### config.mk
export PLATFORM = sky130hd
export DESIGN_NAME = mips_run_monitor
export DESIGN_NICKNAME = d
export VERILOG_FILES = /design/src/rtl/mips_run_monitor.sv
export SDC_FILE = /design/constraint.sdc
export NUM_CORES = 1
export LEC_CHECK = 0
export BUFFER_PORTS_ARGS = -buffer_cell sky130_fd_sc_hd__buf_4
export CORE_MARGIN = 10
export CORE_UTILIZATION = 39
export CTS_BUF_LIST = sky130_fd_sc_hd__clkbuf_16
export DETAILED_ROUTE_END_ITERATION = 6
export GPL_ROUTABILITY_DRIVEN = 1
export PLACE_DENSITY = 0.72
export SETUP_SLACK_MARGIN = 0.3
export SYNTH_ARGS = -nofsm -noshare
export SYNTH_HDL_FRONTEND = slang
export SYNTH_SLANG_ARGS = --single-unit
### constraint.sdc
create_clock -name clk -period 1.75 [get_ports clk]
set_input_delay 0.0875 -clock clk [delete_from_list [all_inputs] [get_ports clk]]
set_output_delay 0.0875 -clock clk [all_outputs]
set_load 0.02 [all_outputs]
### src/rtl/mips_run_monitor.sv
// Run controller and self-check monitor for the single-cycle MIPS core: sequences core reset,
// watches the store bus and reports pass/fail. Optional PC-hang detection under `HANG_DETECT_EN`.
module mips_run_monitor #(
    parameter int                 WIDTH        = 32,
    parameter int                 RESET_CYCLES = 2,
    parameter int                 TIMEOUT      = 1024,
    parameter int                 CNT_W        = 16,
    parameter logic [WIDTH-1:0]   PASS_ADDR    = 32'd84,
    parameter logic [WIDTH-1:0]   PASS_DATA    = 32'd7,
    parameter int                 HANG_CYCLES  = 8
) (
    input  logic             clk,
    input  logic             reset,
    input  logic             start,
    input  logic             memwrite,
    input  logic [WIDTH-1:0] dataadr,
    input  logic [WIDTH-1:0] writedata,
    input  logic [WIDTH-1:0] pc,
    output logic             cpu_reset,
    output logic             running,
    output logic             done,
    output logic             pass,
    output logic             fail,
    output logic [1:0]       fail_code,
    output logic [CNT_W-1:0] cycle_cnt,
    output logic [CNT_W-1:0] write_cnt
);

    typedef enum logic [2:0] {IDLE, HOLD, RUN, PASSED, FAILED} state_t;

    localparam int               HOLD_W       = (RESET_CYCLES > 1) ? $clog2(RESET_CYCLES) : 1;
    localparam logic [HOLD_W-1:0] HOLD_LAST   = HOLD_W'(RESET_CYCLES - 1);
    localparam logic [CNT_W-1:0]  TIMEOUT_LAST = CNT_W'(TIMEOUT - 1);

    state_t            state_q, state_d;
    logic [HOLD_W-1:0] hold_cnt_q, hold_cnt_d;
    logic [CNT_W-1:0]  cycle_cnt_q, cycle_cnt_d;
    logic [CNT_W-1:0]  write_cnt_q, write_cnt_d;
    logic              pass_q, pass_d;
    logic              fail_q, fail_d;
    logic [1:0]        fail_code_q, fail_code_d;
    logic              cpu_reset_q, cpu_reset_d;
    logic              running_q, running_d;
    logic              done_q, done_d;
    logic              hang_hit;

`ifdef HANG_DETECT_EN
    localparam int              HANG_W    = (HANG_CYCLES > 1) ? $clog2(HANG_CYCLES) : 1;
    localparam logic [HANG_W-1:0] HANG_LAST = HANG_W'(HANG_CYCLES - 1);

    logic [HANG_W-1:0] hang_cnt_q, hang_cnt_d;
    logic [WIDTH-1:0]  pc_prev_q;

    // pc_prev tracks every cycle so the first RUN cycle already has a valid reference.
    always_comb begin
        hang_cnt_d = '0;
        hang_hit   = 1'b0;
        if (state_q == RUN && pc == pc_prev_q) begin
            if (hang_cnt_q == HANG_LAST) begin
                hang_hit = 1'b1;
            end else begin
                hang_cnt_d = hang_cnt_q + 1'b1;
            end
        end
    end

    always_ff @(posedge clk or negedge reset) begin
        if (!reset) begin
            hang_cnt_q <= '0;
            pc_prev_q  <= '0;
        end else begin
            hang_cnt_q <= hang_cnt_d;
            pc_prev_q  <= pc;
        end
    end
`else
    logic unused_pc;
    assign unused_pc = ^pc;
    assign hang_hit  = 1'b0;
`endif

    always_comb begin
        state_d     = state_q;
        hold_cnt_d  = hold_cnt_q;
        cycle_cnt_d = cycle_cnt_q;
        write_cnt_d = write_cnt_q;
        pass_d      = pass_q;
        fail_d      = fail_q;
        fail_code_d = fail_code_q;

        case (state_q)
            IDLE, PASSED, FAILED: begin
                if (start) begin
                    state_d     = HOLD;
                    hold_cnt_d  = '0;
                    cycle_cnt_d = '0;
                    write_cnt_d = '0;
                    pass_d      = 1'b0;
                    fail_d      = 1'b0;
                    fail_code_d = 2'd0;
                end
            end
            HOLD: begin
                if (hold_cnt_q == HOLD_LAST) begin
                    state_d = RUN;
                end else begin
                    hold_cnt_d = hold_cnt_q + 1'b1;
                end
            end
            RUN: begin
                cycle_cnt_d = cycle_cnt_q + 1'b1;
                if (memwrite && write_cnt_q != {CNT_W{1'b1}}) begin
                    write_cnt_d = write_cnt_q + 1'b1;
                end
                // Signature store outranks hang, which outranks timeout.
                if (memwrite && dataadr == PASS_ADDR) begin
                    if (writedata == PASS_DATA) begin
                        state_d = PASSED;
                        pass_d  = 1'b1;
                    end else begin
                        state_d     = FAILED;
                        fail_d      = 1'b1;
                        fail_code_d = 2'd1;
                    end
                end else if (hang_hit) begin
                    state_d     = FAILED;
                    fail_d      = 1'b1;
                    fail_code_d = 2'd3;
                end else if (cycle_cnt_q == TIMEOUT_LAST) begin
                    state_d     = FAILED;
                    fail_d      = 1'b1;
                    fail_code_d = 2'd2;
                end
            end
            default: state_d = IDLE;
        endcase

        cpu_reset_d = (state_d == IDLE) || (state_d == HOLD);
        running_d   = (state_d == RUN);
        done_d      = (state_d == PASSED) || (state_d == FAILED);
    end

    always_ff @(posedge clk or negedge reset) begin
        if (!reset) begin
            state_q     <= IDLE;
            hold_cnt_q  <= '0;
            cycle_cnt_q <= '0;
            write_cnt_q <= '0;
            pass_q      <= 1'b0;
            fail_q      <= 1'b0;
            fail_code_q <= 2'd0;
            cpu_reset_q <= 1'b1;
            running_q   <= 1'b0;
            done_q      <= 1'b0;
        end else begin
            state_q     <= state_d;
            hold_cnt_q  <= hold_cnt_d;
            cycle_cnt_q <= cycle_cnt_d;
            write_cnt_q <= write_cnt_d;
            pass_q      <= pass_d;
            fail_q      <= fail_d;
            fail_code_q <= fail_code_d;
            cpu_reset_q <= cpu_reset_d;
            running_q   <= running_d;
            done_q      <= done_d;
        end
    end

    assign cpu_reset = cpu_reset_q;
    assign running   = running_q;
    assign done      = done_q;
    assign pass      = pass_q;
    assign fail      = fail_q;
    assign fail_code = fail_code_q;
    assign cycle_cnt = cycle_cnt_q;
    assign write_cnt = write_cnt_q;

endmodule

==> flow_summary.toml <==
[timing]
setup_violations = 0
min_period_over_period = 0.947
hold_viol = 0
timing.fmax_ghz = 0.604
finalSetupTns_ns = 0
setup_ws_ns = 0.0932
fin_crit_ns = 1.66
report.final.slew_viol_count = 0
fin_worst_skew_ns = 0.00765
relSlewSlack = 0.626
timing.hold.ws_ns = 0.0935
rsz0062_at_grt = "yes"
worst_pin_slew_ns = 0.561

[floorplan]
pin_count = 139
chipHeight_um = 97.1
dieArea_um2 = 9420
placementRows = 28
start_util = 0.396
core_um2 = 5850
die_x_um = 97.1

[grt]
grtUsageTotal = 0.169
antenna_found_initial = 0
first_global_vias = 2709
gr-total-overflow = 0
grt_pass1_wl_um = 13500
grt_max_degree = 44

[cts]
clock_latency_ns = 0.29
cts_tree = "built"
htree_levels = 2
cts_max_path_buffers = 2
cts_root_buf = "clkbuf_16"
cts_buffers = 5
cts_sinks = 43
clkTransAtPathRegs_ns = 0.07

[cells_and_area]
n_antenna_cell = 0
layout.cells.non_filler = 488
drive_gt1_frac = 0.613
fillers = 416
area_delta_synth_final_pct = 86.1
fin_nets = 514

[yosys]
postSynthCellCount = 251
yosysUniqueCellTypes = 47
synth_top_cells_by_area = "dfrtp_1, nand2_1, o21ai_0"
synth_enable_flop_cells = 0
synth_compound_area_frac = 0.121
synthArstFlopShare = 1.00
synth-main-ff-cell = "dfrtp_1"
synth_top_area_share = 0.454
synth.cell_area_um2 = 2320
avgSynthCellArea_um2 = 9.23
ys_warn_count = 0
synthXorXnorAreaFrac = 0.0340
synth_common_cells = "dfrtp_1, nand2_1, nor2_1"
yosysSeqAreaShare = 0.465
yosysTopAreaCell = "dfrtp_1"
yosysMostFrequentCell = "dfrtp_1"
synth_fa_ha_area_frac = 0.0108
synth-simple-area-share = 0.315
synth-seq-cells = 43
syn-num-nets = 353
synth_top_family_by_area = "simple AND/OR/NAND/NOR gates"
muxShareOfSynthArea = 0.0346

[flow_run]
drv_cap = 0

[drt]
first_pass_iters = 4
drt_iter0_drc = 89
viasPerCell = 5.36
post_drt_wl_per_cell_um = 18.1
num_vias = 2616
drt-total-wl_um = 8830
ant_nets = 0
drc = 0

[power_and_ir_drop]
total_power_mw = 4.36
leakagePower_nw = 1.99
ir_worst_vdd_mv = 0.646
powerDensity_nw_per_um2 = 1010

[setup_path]
worst-endpoint-required_ns = 1.93
setup.worst_path.class = "flip-flop to flip-flop"
cp.arrival_ns = 1.83
startpoint_type = "flip-flop"
crit_path_end_kind = "flip-flop"
cp_max_fo = 6

[hold_path]
hold_path_class = "input port to flip-flop"

[place]
gp_congestion = 0.822
post-dp-hpwl_um = 6110
dp.cells = 449
place_worst_setup_slack_ns = -0.000627
io_buffers = 106

[run_status]
status = "finished, final reports clean"
routing by layer:
metal	global-route usage	wire, um	vias to the layer above
li1	-	-	1264
met1	0.187	3500	1286
met2	0.312	4810	51
met3	0.0455	370	15
met4	0.0386	151	0
met5	0	0	-
worst max-delay path, cell delays in order (launching register included):
cell and delay (ns):
dfrtp_2 0.42, ha_4 0.16, and3_4 0.17, and4_4 0.24, a2111oi_4 0.32, xnor2_1 0.16
nor2_1 0.05
worst paths after layout:
kind	slack, ns	to	depth (start not counted)	startpoint
worst max-delay path	0.09	write_cnt[7]	6	write_cnt[1]
worst min-delay path	0.09	state_q[0]	3	start
worst max register to register	0.09	write_cnt[7]	6	write_cnt[1]
worst min register to register	0.50	pass	2	pass
max in group asynchronous	0.99	write_cnt[6]	2	reset
min in group asynchronous	0.34	state_q[0]	2	reset
state kept, by name (all words and copies together), names as in the netlist:
name	cells
fail_code	2
state_q	3
done	1
cpu_reset	1
cycle_cnt	16
fail	1
running	1
pass	1
write_cnt	16
hold_cnt_q	1
stage by stage:
stage	instance area, um^2	util
6_report	4310	0.737
5_1_grt	4310	0.737
4_1_cts	4060	0.694
3_5_place_dp	3560	0.609
3_3_place_gp	3560	0.609
2_1_floorplan	2540	-
power by group:
part	switching, mW	internal [mW]	total (mW)
registers	0.121	1.13	1.25
clock network	0.410	0.818	1.23
logic	0.914	0.965	1.88
final cells by class:
cell class / count / area [um^2] / share of cell area
Multi-Input combinational cell: 198 / 1610 / 0.373
Clock buffer: 5 / 125 / 0.0290
Inverter: 2 / 7.51 / 0.00174
Tap cell: 75 / 93.8 / 0.0218
Timing Repair Buffer: 162 / 1310 / 0.304
Sequential cell: 43 / 1100 / 0.254
Clock inverter: 3 / 67.6 / 0.0157
cells by family after synthesis:
| group | after synthesis |
|---|---|
| buf+inv | 10 |
| flops | 43 |
| simple gates | 136 |
| compound gates | 43 |
| mux | 8 |
| fa+ha+maj | 2 |
| xor+xnor | 9 |
cells in the final DEF, fill, tap and decap left out, types with 9 or more instances in the layout:
cell,synthesis,final
buf_4,0,143
nand2_1,37,28
dfrtp_1,42,27
dfrtp_2,0,15
buf_6,0,15
nand4_1,13,13
nor2_1,24,13
nor4_1,12,11
nand3_2,0,9
what timing repair did:
action,4_1_cts,5_1_grt
gates resized for setup,33,49
hold buffers,1,0
hold endpoints to repair,42,0
setup endpoints to repair,38,41
setup buffers,19,11
pin swaps,31,19
Power figures use the tool's default switching activity.
